===== src/rtl/aeonic_spi_target.sv =====
// SPI mode-0 target with a small byte register file, oversampled in clk.
// Build option AEONIC_SPI_TGT_AUTOINC_EN: address auto-increment per data byte.
`timescale 1ns/1ps
module aeonic_spi_target #(
  parameter int          AW      = 4,
  parameter logic [7:0]  ID_BYTE = 8'hA5
) (
  input  logic          clk,
  input  logic          rst_n,
  input  logic          n_ss,
  input  logic          sclk,
  input  logic          mosi,
  output logic          miso,
  output logic          miso_oe,
  input  logic [AW-1:0] host_addr,
  output logic [7:0]    host_rdata,
  output logic          wr_stb,
  output logic [AW-1:0] wr_addr,
  output logic          bad_cmd
);

  localparam int DEPTH = 1 << AW;

`ifdef AEONIC_SPI_TGT_AUTOINC_EN
  localparam logic [AW-1:0] ADDR_STEP = AW'(1);
`else
  localparam logic [AW-1:0] ADDR_STEP = '0;
`endif

  typedef enum logic [2:0] {
    S_IDLE,
    S_CMD,
    S_ADDR,
    S_WDATA,
    S_RDATA,
    S_IGNORE
  } state_t;

  logic [1:0]    ss_s_q;
  logic [1:0]    sclk_s_q;
  logic [1:0]    mosi_s_q;
  logic          sclk_prev_q;
  logic          ss_prev_q;
  logic [1:0]    vld_q;
  logic          armed_q;

  state_t        state_q, state_d;
  logic [2:0]    cnt_q, cnt_d;
  logic [7:0]    sh_q, sh_d;
  logic [AW-1:0] addr_q, addr_d;
  logic [7:0]    tx_q, tx_d;
  logic          miso_q, miso_d;
  logic          id_q, id_d;
  logic          wr_q, wr_d;
  logic          wr_stb_q, wr_stb_d;
  logic [AW-1:0] wr_addr_q, wr_addr_d;
  logic          bad_q, bad_d;

  logic [7:0]    mem_q [DEPTH];
  logic          we;
  logic [AW-1:0] waddr;
  logic [7:0]    wdata;

  logic          ss_sync;
  logic          sclk_rise;
  logic          sclk_fall;
  logic          ss_fall;
  logic [7:0]    byte_in;
  logic          byte_done;
  logic [AW-1:0] byte_addr;

  // A select fall only counts once a genuine high level has been seen
  // after reset, so a reset in mid-transaction cannot restart the bus.
  always_ff @(posedge clk or negedge rst_n) begin
    if (!rst_n) begin
      ss_s_q      <= 2'b11;
      sclk_s_q    <= 2'b00;
      mosi_s_q    <= 2'b00;
      sclk_prev_q <= 1'b0;
      ss_prev_q   <= 1'b1;
      vld_q       <= 2'b00;
      armed_q     <= 1'b0;
    end else begin
      ss_s_q      <= {ss_s_q[0], n_ss};
      sclk_s_q    <= {sclk_s_q[0], sclk};
      mosi_s_q    <= {mosi_s_q[0], mosi};
      sclk_prev_q <= sclk_s_q[1];
      ss_prev_q   <= ss_s_q[1];
      vld_q       <= {vld_q[0], 1'b1};
      armed_q     <= armed_q | (vld_q[1] & ss_s_q[1]);
    end
  end

  assign ss_sync   = ss_s_q[1];
  assign sclk_rise = sclk_s_q[1] & ~sclk_prev_q;
  assign sclk_fall = ~sclk_s_q[1] & sclk_prev_q;
  assign ss_fall   = armed_q & ss_prev_q & ~ss_sync;
  assign byte_in   = {sh_q[6:0], mosi_s_q[1]};
  assign byte_done = sclk_rise & (cnt_q == 3'd7);
  assign byte_addr = byte_in[AW-1:0];

  always_comb begin
    state_d   = state_q;
    cnt_d     = cnt_q;
    sh_d      = sh_q;
    addr_d    = addr_q;
    tx_d      = tx_q;
    miso_d    = miso_q;
    id_d      = id_q;
    wr_d      = wr_q;
    wr_stb_d  = 1'b0;
    wr_addr_d = wr_addr_q;
    bad_d     = 1'b0;
    we        = 1'b0;
    waddr     = addr_q;
    wdata     = byte_in;
    if (state_q != S_IDLE && ss_sync) begin
      state_d = S_IDLE;
      cnt_d   = 3'd0;
      miso_d  = 1'b0;
    end else begin
      if (sclk_rise) begin
        sh_d  = byte_in;
        cnt_d = cnt_q + 3'd1;
      end
      unique case (state_q)
        S_IDLE: begin
          cnt_d  = 3'd0;
          miso_d = 1'b0;
          if (ss_fall) state_d = S_CMD;
        end
        S_CMD: begin
          miso_d = 1'b0;
          if (byte_done) begin
            unique case (1'b1)
              (byte_in == 8'h02): begin
                state_d = S_ADDR;
                wr_d    = 1'b1;
                id_d    = 1'b0;
              end
              (byte_in == 8'h03): begin
                state_d = S_ADDR;
                wr_d    = 1'b0;
                id_d    = 1'b0;
              end
              (byte_in == 8'h9F): begin
                state_d = S_RDATA;
                id_d    = 1'b1;
                tx_d    = ID_BYTE;
              end
              default: begin
                state_d = S_IGNORE;
                bad_d   = 1'b1;
              end
            endcase
          end
        end
        S_ADDR: begin
          miso_d = 1'b0;
          if (byte_done) begin
            if (wr_q) begin
              state_d = S_WDATA;
              addr_d  = byte_addr;
            end else begin
              state_d = S_RDATA;
              tx_d    = mem_q[byte_addr];
              addr_d  = byte_addr + ADDR_STEP;
            end
          end
        end
        S_WDATA: begin
          miso_d = 1'b0;
          if (byte_done) begin
            we        = 1'b1;
            wr_stb_d  = 1'b1;
            wr_addr_d = addr_q;
            addr_d    = addr_q + ADDR_STEP;
          end
        end
        S_RDATA: begin
          if (sclk_fall) begin
            miso_d = tx_q[7];
            tx_d   = {tx_q[6:0], 1'b0};
          end
          if (byte_done) begin
            if (id_q) begin
              tx_d = ID_BYTE;
            end else begin
              tx_d   = mem_q[addr_q];
              addr_d = addr_q + ADDR_STEP;
            end
          end
        end
        S_IGNORE: begin
          miso_d = 1'b0;
        end
        default: begin
          state_d = S_IDLE;
          miso_d  = 1'b0;
        end
      endcase
    end
  end

  always_ff @(posedge clk or negedge rst_n) begin
    if (!rst_n) begin
      state_q   <= S_IDLE;
      cnt_q     <= 3'd0;
      sh_q      <= 8'h00;
      addr_q    <= '0;
      tx_q      <= 8'h00;
      miso_q    <= 1'b0;
      id_q      <= 1'b0;
      wr_q      <= 1'b0;
      wr_stb_q  <= 1'b0;
      wr_addr_q <= '0;
      bad_q     <= 1'b0;
    end else begin
      state_q   <= state_d;
      cnt_q     <= cnt_d;
      sh_q      <= sh_d;
      addr_q    <= addr_d;
      tx_q      <= tx_d;
      miso_q    <= miso_d;
      id_q      <= id_d;
      wr_q      <= wr_d;
      wr_stb_q  <= wr_stb_d;
      wr_addr_q <= wr_addr_d;
      bad_q     <= bad_d;
    end
  end

  always_ff @(posedge clk or negedge rst_n) begin
    if (!rst_n) begin
      for (int i = 0; i < DEPTH; i++) mem_q[i] <= 8'h00;
    end else if (we) begin
      mem_q[waddr] <= wdata;
    end
  end

  assign miso       = miso_q;
  assign miso_oe    = ~ss_sync;
  assign host_rdata = mem_q[host_addr];
  assign wr_stb     = wr_stb_q;
  assign wr_addr    = wr_addr_q;
  assign bad_cmd    = bad_q;

endmodule

===== config.mk =====
export PLATFORM = sky130hd
export DESIGN_NAME = aeonic_spi_target
export DESIGN_NICKNAME = d
export VERILOG_FILES = /design/src/rtl/aeonic_spi_target.sv
export SDC_FILE = /design/constraint.sdc
export NUM_CORES = 1
export LEC_CHECK = 0
export ABC_AREA = 1
export CORE_UTILIZATION = 52
export DETAILED_ROUTE_END_ITERATION = 12
export DONT_BUFFER_PORTS = 1
export HOLD_SLACK_MARGIN = 0.1
export PLACE_DENSITY = 0.7
export RECOVER_POWER = 25
export SLEW_MARGIN = 5
export SYNTH_ARGS = -nofsm -noshare
export SYNTH_HDL_FRONTEND = slang
export SYNTH_SLANG_ARGS = --single-unit

===== constraint.sdc =====
create_clock -name clk -period 1.95 [get_ports clk]
set_input_delay 0.0975 -clock clk [delete_from_list [all_inputs] [get_ports clk]]
set_output_delay 0.0975 -clock clk [all_outputs]
set_load 0.005 [all_outputs]

== Yosys cells after proc, flatten, opt, wreduce, memory -nomap -nowiden ==
Index checks and enable logic that the tools add are counted.

* Bits in registers: 173
* Input port bits: 9
* Output and inout bits: 16
* Logic and storage cells: 132

* Add/sub/neg operators: 1
* Order comparisons: 4
* Equality and inequality tests: 19
* Multiplexer cells: 42
* Bitwise logic cells: 14
* Reduce and logical (&&, ||, !) cells: 18

{| class="wikitable"
|+ Operator list
! kind !! count
|-
| bitwise mux 128 bit || 1
|-
| 2-to-1 mux 8 bit || 14
|-
| binary-select mux 8 bit (select 4 bit) || 3
|-
| demux 8 bit (select 4 bit) || 1
|-
| 2-to-1 mux 3 bit || 8
|-
| one-hot mux 8 bit (3 select lines) || 1
|-
| == test 8 x 2 -> 1 bit (second input constant) || 2
|-
| greater-or-equal comparator 5 bit (second input constant) || 3
|-
| != test 3 bit (second input constant) || 5
|-
| inverter 4 -> 5 bit || 3
|-
| one-hot mux 3 bit (4 select lines) || 1
|-
| AND reduction 4 bit || 3
|-
| 2-to-1 mux 1 bit || 10
|-
| == test 3 bit (second input constant) || 3
|-
| nonzero test 3 bit || 3
|-
| == test 8 bit (second input constant) || 1
|-
| != test 2 bit (second input constant) || 4
|-
| AND reduction 7 bit || 1
|-
| AND 1 bit || 6
|-
| == test 3 x 2 -> 1 bit (second input constant) || 2
|-
| one-hot mux 3 bit (2 select lines) || 1
|-
| AND reduction 3 bit || 2
|-
| OR reduction 3 bit || 2
|-
| less-than comparator 5 x 1 -> 1 bit (second input constant) || 1
|-
| other kinds (11) || 17
|}

== Depth between registers and ports, before layout ==
Gate-level depths: netlist of the first run.

* Word-level depth: 7
* Mapped depth: 13
* Mapped depth without buffers: 11

== Least setup slack after synthesis of the first run ==
No wires, ideal clock.

* Path kind: reg-to-reg
* Start: register cnt_q[0]
* End: register mem_q[107] (netlist name)
* Setup time: 0.138 ns
* Arrival time: 1.704 ns
* Required time: 1.812 ns
* Slack: 0.108 ns
* Stages on the path, launching flop included: 12
* Path buffers: 1
* Period minus slack after synthesis: 1.842 ns
* Cells stage by stage: dfrtp_1 -> ha_1 -> ha_1 -> nand2_4 -> clkinv_2 -> nand2_4 -> inv_2 -> nand2_4 -> nor2_4 -> nand2_1 -> clkbuf_1 -> o21ai_0

* Cells in the longest elaborated chain, start to end: 5

{| class="wikitable"
|+ RTL lines
! what !! line !! source
|-
| from (decl) || 48 || <nowiki>logic [2:0] cnt_q, cnt_d;</nowiki>
|-
| from (signal assigned) || 220 || <nowiki>cnt_q <= cnt_d;</nowiki>
|-
| == test 3 bit || 99 || <nowiki>assign byte_done = sclk_rise & (cnt_q == 3'd7);</nowiki>
|-
| AND 1 bit || 99 ||
|-
| 2-to-1 mux 1 bit || 173 || <nowiki>if (byte_done) begin</nowiki>
|-
| 2-to-1 mux 1 bit || 126 || <nowiki>unique case (state_q)</nowiki>
|-
| 2-to-1 mux 1 bit || 117 || <nowiki>if (state_q != S_IDLE && ss_sync) begin</nowiki>
|-
| to (signal, indexed assignment) || 237 || <nowiki>mem_q[waddr] <= wdata;</nowiki>
|-
| to (decl) || 59 || <nowiki>logic [7:0] mem_q [DEPTH];</nowiki>
|}

No other way between the ends.
A chain may end at the register's enable or synchronous reset.

== Final worst setup path of the first run ==
* Start: register cnt_q[0]
* End: register mem_q[125] (netlist name)

The elaborated chain is that of the path after synthesis.

==> results, run 1 <==
- The TritonCTS clock tree is done.
- Summed over its instances, the top area cell type makes up 40.9% of the synthesized netlist area.
- The H-tree generated during clock tree synthesis spans 4 levels.
- The startpoint kind of the worst setup timing path is a flop.
- The critical path starts at cnt_q[0]$_DFFE_PN0P_.
- The final number of max-transition violations is 0.
- The number of buffers created by CTS is 17.
- The critical setup path kind is reg2reg.
- Input and output buffers added on the ports amount to 0.
- Setup violations remaining at the end of the flow were counted as 0.
- The deepest clock path buffer count is 2.
- The top cell types in the final layout, fill and taps aside, are sky130_fd_sc_hd__nand2_1, sky130_fd_sc_hd__o21ai_0, sky130_fd_sc_hd__dfrtp_1.
- The minimum period implied by the final worst setup slack is 1950 ps.
- Setup repair after global routing could not meet its margin everywhere.
- The Yosys step of the flow raised 0 warnings.
- The area of the core is 0.0195 mm^2.
- Setup slack on the worst reg-to-reg path comes out at 4 ps.
- The DRC violation count after routing is 0.
- The starting density of the core is 53.3%.
- The arrival time of the worst setup path is 2240 ps.
- At the end of the flow, the number of nets in the layout was 1,541.
- The share of final-layout standard cells stronger than drive strength 1 is 13.1%.
- Leaving out fill and tap cells, the most frequent cell in the layout is sky130_fd_sc_hd__nand2_1.
- The number of violations of the max-capacitance limit is 0.
- The antenna diode count is 0.
- In the post-synthesis netlist, the biggest area contributors are sky130_fd_sc_hd__dfrtp_1, sky130_fd_sc_hd__nand2_1, sky130_fd_sc_hd__o21ai_0, sky130_fd_sc_hd__inv_1, sky130_fd_sc_hd__a21oi_1.
- The total power after layout is 9.78 mW.
- The post-synth design cell area is 0.0104 mm^2.
- The final reports fail on hold timing.
- At the pin with the least slew margin, the transition time is 749 ps.
- For this run, the top clock speed supported by timing is 514 MHz.
- The via density per instance is 5.68.
- The floorplan has 51 rows.
- The floorplan die area is 0.0206 mm^2.
- The aggregate negative setup slack is 0 ps.
- The critical path goes through ha_2 > ha_4 > nand2_4 > inv_4 > nand2_4 > inv_4 > nand2_8 > nor3_4 > nand2_2 > buf_4 > nand2_1 > o21ai_0.
- Entering global routing, the biggest net connects 174 pins.
- Once detailed placement completed, the half-perimeter wirelength came to 23,000 um.
- Sequential elements use 41.6% of the synthesized area.
- After detailed routing, the average wire length per cell comes to 19.0 um.
- The global-route total usage across every layer is 34.2%.
- Final hold analysis gives a worst-case slack of -644 ps.
- After global routing the overflow that remains totals 0.
- The most critical setup path has its endpoint at mem_q[125]$_DFFE_PN0P_.
- The final hold violation count came to 173.
- The die is 143 um tall.
- Dividing total power by cell area gives a power density of 821 mW/mm^2.
- The final clock skew is 10.8 ps.
- The detailed-routing iteration count for the pre-antenna-repair pass is 5.
- Setup slack on the critical path of the routed design comes to 3.96 ps.
- The type of the tightest min-delay check is in2async.
- After clock tree synthesis, the clock-pin slew on the worst setup and hold paths is 80 ps.
- At the end of the flow the core is filled with cells to 61.0%.
- The slowest cell on the critical path is sky130_fd_sc_hd__dfrtp_1.
- For this design, the sink count on the clock tree is 173.
- The post-synthesis area per instance is 6.88 um^2.
- At the end of routability-driven placement, the weighted congestion stood at 0.997.
- Summed over all layers, the routed wires come to 34,300 um.
- The global-route wire length before repair is 52,600 um.
- The peak per-stage delay on the critical path is 370 ps.
- In this run, synthesis produced a sequential element count of 173.
- The number of nets produced by synthesis is 1,523.
- Clock latency on the worst-skew pair, taken at its later pin, is 440 ps.
- At the worst endpoint, the required time is 2250 ps.
- The top cell type by total area after synthesis is sky130_fd_sc_hd__dfrtp_1.
- The via count of the first global-routing pass is 9,272.
- The I/O pin count is 25.
- The worst-case IR drop observed on VDD is 564 uV.
- The static leakage is 5.59 nW.
- Across all layers, the routed design uses 10.3k vias.
- Of the available clock period, the critical path in the final layout requires 99.8%.
- The origin of the critical flop-to-flop path is cnt_q[0]$_DFFE_PN0P_.
- The worst setup path is captured at a flop.
- The horizontal die dimension is 143 um.
- The relative max-transition margin is 49.9%.
- The largest fanout of any net on the critical path is 5.
- The number of antenna violations at the first check in global routing is 0.
- The worst register-to-register path has a depth of 12.
- The run finished, with violations left.
- The endpoint identified for the worst register-to-register timing path is mem_q[125]$_DFFE_PN0P_.
- The area added between synthesis and finish is 14.5%.
- Once detail routing completed, the nets flagged for antenna violations numbered 0.
- In this run, distinct cell masters in the synthesized netlist total 36.
- The number of cells produced by synthesis is 1,512.
- The cell sitting at the root of the clock tree is a sky130_fd_sc_hd__clkbuf_16.
- Buffers inserted to repair hold after CTS numbered 3.
- The DRC marker count from the first detailed-route iteration is 980.
- Prior to clock tree synthesis, the placed netlist has a worst setup slack of -13.4 ps.
[worst max-delay path, delay by kind of cell (launching register included)]
kind | cells | cell delay [ps]
AO/OA/AOI/OAI | 1 | 70
adder cells (fa/ha/maj) | 2 | 330
buffers and inverters | 3 | 310
flip-flops | 1 | 370
AND/OR/NAND/NOR | 6 | 710
[per-stage QoR]
stage	instances	area [um^2]
2_1_floorplan	1512	10400
3_3_place_gp	1761	11000
3_5_place_dp	1761	11000
4_1_cts	1796	11600
5_1_grt	1808	11900
6_report	1808	11900
[flip-flops by register name, summed over array words and instances, names as in the netlist, 3 cells and up]
signal   count
mem_q      128
sh_q         7
wr_addr      4
addr_q       4
cnt_q        3
state_q      3
tx_q         8
[Yosys cell counts, drive strengths merged]
cell type / count
nand2: 574
o21ai: 273
dfrtp: 170
inv: 105
nor2: 96
a21oi: 74
clkbuf: 58
nand3: 47
buf: 37
o211ai: 33
o22ai: 9
o221ai: 8
nand4: 7
clkinv: 4
dfstp: 3
mux2i: 3
nor3: 3
ha: 2
a31oi: 1
conb: 1
nand3b: 1
nor4: 1
o32ai: 1
xnor2: 1
[layer usage]
layer	up-vias	wire length [um]	global-route usage [%]
li1	4956	-	-
met1	4739	14300	46.3
met2	485	15600	52.8
met3	87	3170	7.43
met4	0	1260	14.8
met5	-	0	0
[cells by family (layout without fill, tap and decap cells)]
| logic type | count (synthesis) | after routing | synth area share (%) |
|---|---|---|---|
| simple gates | 729 | 729 | 28.3 |
| compound gates | 399 | 399 | 21.2 |
| buf+inv | 204 | 235 | 8.25 |
| flops | 173 | 173 | 41.6 |
| mux | 3 | 3 | 0.289 |
| fa+ha+maj | 2 | 2 | 0.240 |
| other cells | 1 | 1 | 0.0360 |
| xor+xnor | 1 | 1 | 0.0842 |
[what timing repair did]
action | in CTS | in global routing
cloned | 0 | 4
endpoints found under the setup margin | 1 | 28
resized for setup | 1 | 78
buffers inserted | 0 | 8
hold endpoints to repair | 176 | 173
pin swaps | 0 | 9
[how the worst min path moves through the flow]
stage,endpoint,cells past startpoint
global route,tx_q[3]$_DFFE_PN0P_,0
CTS,mem_q[10]$_DFFE_PN0P_,0
floorplan,addr_q[0]$_DFFE_PN0P_,0
global placement,mem_q[2]$_DFFE_PN0P_,0
detailed placement,mem_q[2]$_DFFE_PN0P_,0
finish,mem_q[1]$_DFFE_PN0P_,0
[power breakdown]
part	internal, mW	total, mW	switching, mW	leakage, nW
Clock	1.87	3.48	1.60	0.284
Sequential	3.78	3.92	0.140	2.35
Combinational	0.700	2.39	1.69	2.96
Total	6.35	9.78	3.43	5.59
[cell type report]
class                      count  area (um^2)
multi-input combinational   1135         5340
tap                          265          332
sequential                   173         4340
clock buffer                  21          460
timing repair buffer          94          905
fill                        1812         7610
inverter                     109          414
clock inverter                11          124
(Power assumes the default switching activity.)
==> inputs of run 2 (changes only) <==
- ABC_AREA: 1 -> unset
- GPL_TIMING_DRIVEN: unset -> 0
==> run 2 against run 1 <==
- the run ends with hold timing, setup timing left
- core utilization increased by 6.7 points
- critical path depth down 5
- clock power up 3%
- clock skew increased by 15 ps
- power fell by 2.2%
- critical path type unchanged
- largest cell class unchanged
==> results, run 2 <==
- The aggregate negative setup slack is -63,570 ps (-63,570 ps).
- The static leakage is 5.47 nW (-2.2%).
- The worst-case vdd ir drop is 580 uV (+2.8%).
- The floorplan die area is 0.0196 mm^2 (-4.9%).
- The power density normalized to cell area is 754 mW/mm^2 (-8.1%).
- The flip-flop count of the largest register, all copies and words added came to 128 (unchanged).
- The number of cells produced by synthesis is 725 (-52%).
- The area of the core is 0.0187 mm^2 (-4.2%).
- The slowest cell on the critical path is sky130_fd_sc_hd__dfrtp_2.
- The final reports fail on hold timing, setup timing.
- The startpoint kind of the worst setup timing path is a flop.
- The peak per-stage delay on the critical path came to 430 ps (+60 ps).
- The DRC violation count after routing came to 0 (unchanged).
- The slew at the pin with the worst max-slew slack was 1170 ps (+423 ps).
- The pin count of the biggest net entering global routing is 174 (unchanged).
- The cell with the most instances after synthesis is sky130_fd_sc_hd__dfrtp_1.
- The buffer type at the clock tree root is sky130_fd_sc_hd__clkbuf_16.
- The post-synthesis area per instance is 13.6 um^2 (+98%).
- The TritonCTS clock tree is done.
- The count of hold buffers inserted by post-cts repair was 3 (unchanged).
- The post-route worst setup slack was -566 ps (-570 ps).
- The sequential cell area fraction in the yosys report came to 43.8% (+2.2 points).
- The number of sinks driven by the clock tree is 173 (unchanged).
- The proportion of netlist area held by the largest area contributor is 43.0% (+2.1 points).
- The global-route total usage across every layer is 35.8% (+1.6 points).
- The minimum period implied by the final worst setup slack came to 2520 ps (+570 ps).
- The clock input transition at the sequential cells of the worst setup and hold paths is 70 ps (about the same).
- The row count is 50 (-2.0%).
- The critical setup path kind is reg2reg.
- The deepest clock path buffer count came to 2 (unchanged).
- The post-synth design cell area is 0.00989 mm^2 (-4.9%).
- The number of violations of the max-capacitance limit was 0 (unchanged).
- The detailed-routing iteration count for the pre-antenna-repair pass was 7 (+2).
- The cell total after placement was 959 (-46%).
- The final non-filler cell total is 1,093 (-40%).
- Setup repair after global routing could not meet its margin everywhere.
- The final hold violation count is 173 (unchanged).
- The commonest non-fill, non-tap cell in the layout is sky130_fd_sc_hd__dfrtp_1.
- The origin of the critical flop-to-flop path is state_q[1]$_DFFE_PN0P_.
- The count of warnings emitted by yosys is 0 (unchanged).
- The number of buffers created by CTS came to 17 (unchanged).
- By area the synthesized netlist is led by sky130_fd_sc_hd__dfrtp_1, sky130_fd_sc_hd__mux4_2, sky130_fd_sc_hd__mux2_2, sky130_fd_sc_hd__clkbuf_1, sky130_fd_sc_hd__mux2i_1.
- The area of all placed cells without fillers is 0.0127 mm^2 (+6.4%).
- The beginning of the critical path is state_q[1]$_DFFE_PN0P_.
- For this run, the leading register cell type out of synthesis is sky130_fd_sc_hd__dfrtp_1.
- The final wirelength is 34,500 um (+0.60%).
- STA classifies the critical path endpoint as a flop.
- The largest registers in the layout are mem_q (128), tx_q (8), sh_q (7).
- The capture point of the worst path is mem_q[29]$_DFFE_PN0P_.
- The arrival time of the worst setup path was 2830 ps (+590 ps).
- The H-tree depth reported by CTS is 4 (unchanged).
- The post-detailed-route count of antenna-violating nets came to 0 (unchanged).
- The horizontal die dimension is 140 um (-2.5%).
- The vertical die dimension is 140 um (-2.5%).
- The final cycle utilization of the critical path is 129% (+29 points).
- The antenna diode count is 0 (unchanged).
- The number of antenna violations at the first check in global routing is 0 (unchanged).
- The share of final-layout standard cells stronger than drive strength 1 is 54.9% (+42 points).
- The post-synthesis async set-or-reset flop share is 100% (unchanged).
- The number of synthesized flops with an enable pin came to 0 (unchanged).
- The I/O pin count came to 25 (unchanged).
- The overall overflow remaining after global route is 0 (unchanged).
- The detailed-route wire length per cell is 31.6 um (+66%).
- The global-route wire length before repair came to 50,400 um (-4.1%).
- The final clock skew is 26.1 ps (+15.3 ps).
- The setup slack of the most critical reg-to-reg path is -570 ps (-570 ps).
- The count of state elements after synthesis came to 173 (unchanged).
- The smallest hold slack came to -636 ps (+8.41 ps).
- The via density per instance was 7.19 (+27%).
- The number of nets produced by synthesis came to 736 (-52%).
- The total number of vias is 7,859 (-23%).
- The worst flop-to-flop path endpoint is mem_q[29]$_DFFE_PN0P_.
- The global placement routability congestion was 0.950 (-4.8%).
- The area added between synthesis and finish is 28.1%.
- The number of I/O port buffers was 0 (unchanged).
- The placed standard-cell area is 0.0104 mm^2 (-5.2%).
- The DRC marker count from the first detailed-route iteration was 992 (+1.2%).
- The insertion delay to the later sink of the worst-skew pair is 440 ps (about the same).
- The required time of the worst setup path was 2260 ps (about the same).
- The final number of max-transition violations is 0 (unchanged).
- The number of fill cells is 1,213 (-33%).
- Traced cell by cell, the critical path runs through or3_4 > a2111oi_4 > buf_6 > nor3b_4 > and3_4 > buf_12 > mux2_4.
- The starting density of the core is 52.9% (-0.41 points).
- The count of cell types in the netlist is 56 (+56%).
- The flow ran to the end, but the final reports show violations.
- In the synthesized netlist, the cells that appear most often are sky130_fd_sc_hd__dfrtp_1, sky130_fd_sc_hd__mux2_2, sky130_fd_sc_hd__mux4_2.
- The relative max-transition margin was 21.9% (-28 points).
- The final number of setup-violating endpoints is 140 (+140).
- The cell count of the worst reg-to-reg path is 7 (-5).
- The type of the tightest min-delay check is in2async.
- The maximum clock frequency was 397 MHz (-23%).
- The top cell type by total area after synthesis is sky130_fd_sc_hd__dfrtp_1.
- The detailed placement HPWL came to 20,200 um (-12%).
- The largest fanout of any net on the critical path came to 8 (+3).
- In the layout the commonest cells are sky130_fd_sc_hd__dfrtp_1, sky130_fd_sc_hd__mux4_2, sky130_fd_sc_hd__mux2_4.
- The number of nets in the layout is 857 (-44%).
- The via count of the first global-routing pass was 7,831 (-16%).
- The register with the most flip-flops in the final layout is mem_q.
[run 2: cell types whose count changed in the layout (fill, tap and decap cells not counted), moves of 55 or more]
cell,previous run,this run
sky130_fd_sc_hd__inv_1,102,15
sky130_fd_sc_hd__a21oi_1,74,8
sky130_fd_sc_hd__nor2_1,86,21
sky130_fd_sc_hd__mux2_2,0,55
sky130_fd_sc_hd__mux2_4,0,94
sky130_fd_sc_hd__o21ai_0,214,20
sky130_fd_sc_hd__mux4_2,0,95
sky130_fd_sc_hd__nand2_1,545,32
[run 2: through the flow]
step / total power, mW / util [%] / worst slack [ps]
global route: 9.82 / 67.8 / -618
detailed placement: 5.57 / 55.8 / -1310
global placement: 5.51 / 55.8 / -1270
floorplan: 5.01 / - / -615
CTS: 9.31 / 65.2 / -556
finish: 9.56 / 67.8 / -566
[run 2: worst min-delay path by stage]
stage	end	slack (ps)	startpoint
4_1_cts	cnt_q[0]$_DFFE_PN0P_	-650	rst_n
6_report	mem_q[30]$_DFFE_PN0P_	-640	rst_n
2_1_floorplan	addr_q[0]$_DFFE_PN0P_	-200	rst_n
3_5_place_dp	cnt_q[1]$_DFFE_PN0P_	-190	rst_n
5_1_grt	sh_q[4]$_DFFE_PN0P_	-650	rst_n
3_3_place_gp	cnt_q[0]$_DFFE_PN0P_	-190	rst_n
[run 2: kinds of logic (layout without fill, tap and decap cells)]
family	Yosys count	in the layout	synth area share (%)
compound gates	75	75	5.12
xor+xnor	2	2	0.177
fa+ha+maj	2	2	0.253
buf+inv	78	212	2.98
flops	173	173	43.8
mux	260	260	40.2
other cells	1	1	0.0379
simple gates	134	134	7.42
[run 2: critical path, delay by kind of cell (launching register included)]
kind                   cells  cell delay, ps
multiplexers               1             310
flip-flops                 1             430
AO/OA/AOI/OAI              1             330
AND/OR/NAND/NOR            3             950
buffers and inverters      2             360
[run 2: report_power, final]
part | internal, mW | switching (mW) | leakage, nW
Combinational | 0.745 | 1.29 | 2.82
Sequential | 3.76 | 0.202 | 2.36
Clock | 2.08 | 1.48 | 0.282
[run 2: layer usage]
metal  wire length, um  share of wire [%]  global-route usage [%]  vias to the layer above
li1                  -                  -                       -                     3031
met1             12500                 36                    47.9                     3995
met2             15300                 44                    52.8                      664
met3              4330                 13                    10.9                      169
met4              2380                6.9                    19.4                        0
met5                 0                  0                   0.501                        -
[run 2: area by class of cell]
cell class	instances	area [um^2]	share of cell area [%]
multi-input cells	474	5920	46.7
repair buffers	111	1060	8.40
flip-flops and latches	173	4340	34.2
clock inverters	10	139	1.10
inverters	15	56.3	0.444
well taps	234	293	2.31
clock buffers	22	464	3.66
plain buffers	54	405	3.20
[run 2: repair_timing]
action,in CTS,in global routing
cloned,0,1
buffers inserted,57,52
endpoints found under the setup margin,159,157
gates resized for setup,180,32
hold endpoints to repair,176,173
pin swaps,28,23
==> inputs of run 3 (changes only) <==
- CORE_ASPECT_RATIO: unset -> 1.5
==> run 3 against run 2 <==
- the run still ends with hold timing, setup timing left
- critical path depth rose by 2
- hold slack got worse by 21 ps
- via count fell by 1.6%
- clock-buffer cell count fell by 4
- cell area rose by 0.23%
- worst setup slack improved by 35 ps
- combinational power fell by 5%
- clock power fell by 1%
- power fell by 1.6%
- routed wire length fell by 1.5%
- non-clock buffer count fell by 5
- clock skew fell by 15 ps
- critical path type unchanged
==> results, run 3 (synthesis results as in run 2) <==
- The run finished, with violations left.
- The final reports fail on hold timing, setup timing.
- The proportion of power drawn by combinational gates is 20.6% (-0.7 points).
- The placed standard-cell area was 0.0105 mm^2 (+0.22%).
- The power density normalized to cell area is 740 mW/mm^2 (-1.9%).
- The area of the core is 0.0186 mm^2 (-0.44%).
- The H-tree depth reported by CTS is 4 (unchanged).
- The setup slack of the most critical reg-to-reg path was -530 ps (+40 ps).
- The final number of setup-violating endpoints is 139 (-0.71%).
- The top register by number of flip-flops is mem_q.
- The number of violations of the max-capacitance limit is 0 (unchanged).
- The row count is 61 (+22%).
- The slew at the pin with the worst max-slew slack is 1100 ps (-75.9 ps).
- The number of fill cells is 1,250 (+3.1%).
- The endpoint kind of the worst setup timing path is a flop.
- The post-route worst setup slack is -531 ps (+35.0 ps).
- The via density per instance was 6.99 (-2.8%).
- The pin count of the biggest net entering global routing was 174 (unchanged).
- The final hold violation count is 173 (unchanged).
- The horizontal die dimension came to 115 um (-18%).
- The smallest hold slack was -657 ps (-20.7 ps).
- The sequential cell area came to 0.00434 mm^2 (about the same).
- The arrival time of the worst setup path came to 2820 ps (about the same).
- The final wirelength is 34,000 um (-1.5%).
- The required time of the worst setup path came to 2280 ps (+20 ps).
- The switching component of the power is 3.01 mW (+1.0%).
- The clock input transition at the sequential cells of the worst setup and hold paths came to 70 ps (about the same).
- The global-route wire length before repair is 49,400 um (-2.0%).
- The relative max-transition margin is 26.9% (+5.1 points).
- The design internal power is 6.40 mW (-2.8%).
- The switching power as a share of total power is 32.0% (+0.84 points).
- The final cycle utilization of the critical path came to 127% (-1.8 points).
- The number of antenna violations at the first check in global routing is 1 (+1).
- The via count of the first global-routing pass is 8,072 (+3.1%).
- The cell count of the worst reg-to-reg path is 9 (+2).
- The beginning of the critical path is state_q[0]$_DFFE_PN0P_.
- The DRC marker count from the first detailed-route iteration is 901 (-9.2%).
- The largest fanout of any net on the critical path came to 6 (-2).
- The static leakage is 5.45 nW (-0.31%).
- The insertion delay to the later sink of the worst-skew pair is 450 ps (about the same).
- The detailed-route wire length per cell is 30.8 um (-2.7%).
- The starting density of the core is 53.1% (+0.23 points).
- The minimum period implied by the final worst setup slack was 2480 ps (-35.0 ps).
- TritonCTS built the clock tree.
- The area added between synthesis and finish is 28.4%.
- The global placement routability congestion is 0.941 (-0.96%).
- The overall overflow remaining after global route is 0 (unchanged).
- Setup repair after global routing could not meet its margin everywhere.
- The core utilization of the finished layout is 68.2% (+0.45 points).
- The worst-case vdd ir drop is 757 uV (+31%).
- The most critical setup path has its endpoint at mem_q[95]$_DFFE_PN0P_.
- The final number of max-transition violations is 0 (unchanged).
- The detailed-routing iteration count for the pre-antenna-repair pass came to 5 (-2).
- The multi-input gate area in the final layout is 0.00596 mm^2 (+0.76%).
- The vertical die dimension is 171 um (+22%).
- The number of nets in the layout is 852 (-0.58%).
- The total number of vias is 7,733 (-1.6%).
- The commonest non-fill, non-tap cell in the layout is sky130_fd_sc_hd__dfrtp_1.
- The area of all placed cells without fillers is 0.0127 mm^2 (+0.23%).
- The flip-flop count of the largest register, all copies and words added is 128 (unchanged).
- The number of I/O port buffers is 0 (unchanged).
- The critical path in this run is classified as reg2reg.
- The startpoint kind of the worst setup timing path is a flop.
- The DRC violation count after routing is 0 (unchanged).
- The largest registers in the layout are mem_q (128), tx_q (8), sh_q (7).
- In this run the clock root is driven by a sky130_fd_sc_hd__clkbuf_16.
- The origin of the critical flop-to-flop path is state_q[0]$_DFFE_PN0P_.
- The count of hold buffers inserted by post-cts repair was 3 (unchanged).
- The number of sinks driven by the clock tree is 173 (unchanged).
- The global-route total usage across every layer is 35.9% (about the same).
- The detailed placement HPWL is 20,800 um (+2.9%).
- The portion of total power attributed to sequential cells was 42.0% (+0.6 points).
- The post-detailed-route count of antenna-violating nets is 0 (unchanged).
- The portion of total power attributed to the clock network came to 37.4% (about the same).
- In this run the worst hold path is classified as in2async.
- The number of buffers created by CTS is 17 (unchanged).
- The deepest clock path buffer count is 2 (unchanged).
- The worst flop-to-flop path endpoint is mem_q[95]$_DFFE_PN0P_.
- The share of final-layout standard cells stronger than drive strength 1 is 55.6% (+0.67 points).
- Leaving out fill and tap cells, the most frequent cells in the layout are sky130_fd_sc_hd__dfrtp_1, sky130_fd_sc_hd__mux4_2, sky130_fd_sc_hd__mux2_4.
- The final clock skew was 10.8 ps (-15.3 ps).
- The maximum clock frequency is 403 MHz (+1.4%).
- The antenna diode count is 0 (unchanged).
- The floorplan die area is 0.0196 mm^2 (about the same).
- The I/O pin count is 25 (unchanged).
run 3: timing repair:
action,in CTS,in global routing
gates cloned,0,1
setup buffers,55,47
pin swaps,15,24
gates resized for setup,130,116
hold endpoints to repair,176,173
endpoints found under the setup margin,159,159
run 3: worst min path at each step:
stage	end	depth (start not counted)	startpoint	slack [ps]
floorplan	addr_q[0]$_DFFE_PN0P_	0	rst_n	-200
global placement	mem_q[102]$_DFFE_PN0P_	0	rst_n	-190
detailed placement	mem_q[102]$_DFFE_PN0P_	0	rst_n	-190
CTS	mem_q[77]$_DFFE_PN0P_	0	rst_n	-650
global route	mem_q[77]$_DFFE_PN0P_	0	rst_n	-670
finish	mem_q[70]$_DFFE_PN0P_	0	rst_n	-660
run 3: worst max-delay path: stages (launching register included):
cell                        delay (ps)
sky130_fd_sc_hd__dfrtp_2           410
sky130_fd_sc_hd__or3_4             400
sky130_fd_sc_hd__a2111oi_4         310
sky130_fd_sc_hd__buf_6             180
sky130_fd_sc_hd__buf_6             100
sky130_fd_sc_hd__nor3b_4           210
sky130_fd_sc_hd__buf_4             150
sky130_fd_sc_hd__nand3b_1          140
sky130_fd_sc_hd__buf_6             190
sky130_fd_sc_hd__mux2_2            280
run 3: power by group through the flow:
| stage | Sequential (mW) | Combinational, mW | Clock (mW) |
|---|---|---|---|
| detailed placement | 3.91 | 1.64 | 0 |
| floorplan | 3.88 | 1.13 | 0 |
| finish | 3.95 | 1.94 | 3.52 |
| global placement | 3.91 | 1.59 | 0 |
| global route | 3.96 | 2.01 | 3.68 |
| CTS | 3.85 | 1.78 | 3.51 |
run 3: layer usage:
metal  GRT usage [%]  routed length [um]
met1            41.1               11500
met2            56.1               16200
met3            9.92                3320
met4            29.1                3000
met5               0                  12
run 3: stage by stage:
step | hold WS, ps | setup WS [ps] | instances | power, mW | TNS, ps
after CTS | -654 | -512 | 1061 | 9.15 | -50600
after detailed placement | -190 | -1330 | 977 | 5.55 | -156980
after global routing | -667 | -616 | 1106 | 9.65 | -60910
after global placement | -192 | -1300 | 977 | 5.50 | -152650
final | -657 | -531 | 1106 | 9.41 | -52380
after floorplan | -198 | -615 | 725 | 5.01 | -68590
run 3: cell type report:
| cell class | count | share of cell area (%) |
|---|---|---|
| well taps | 252 | 2.48 |
| clock buffers | 18 | 3.46 |
| clock inverters | 14 | 1.26 |
| multi-input cells | 474 | 46.9 |
| repair buffers | 106 | 8.09 |
| inverters | 15 | 0.443 |
| flip-flops and latches | 173 | 34.2 |
| plain buffers | 54 | 3.20 |
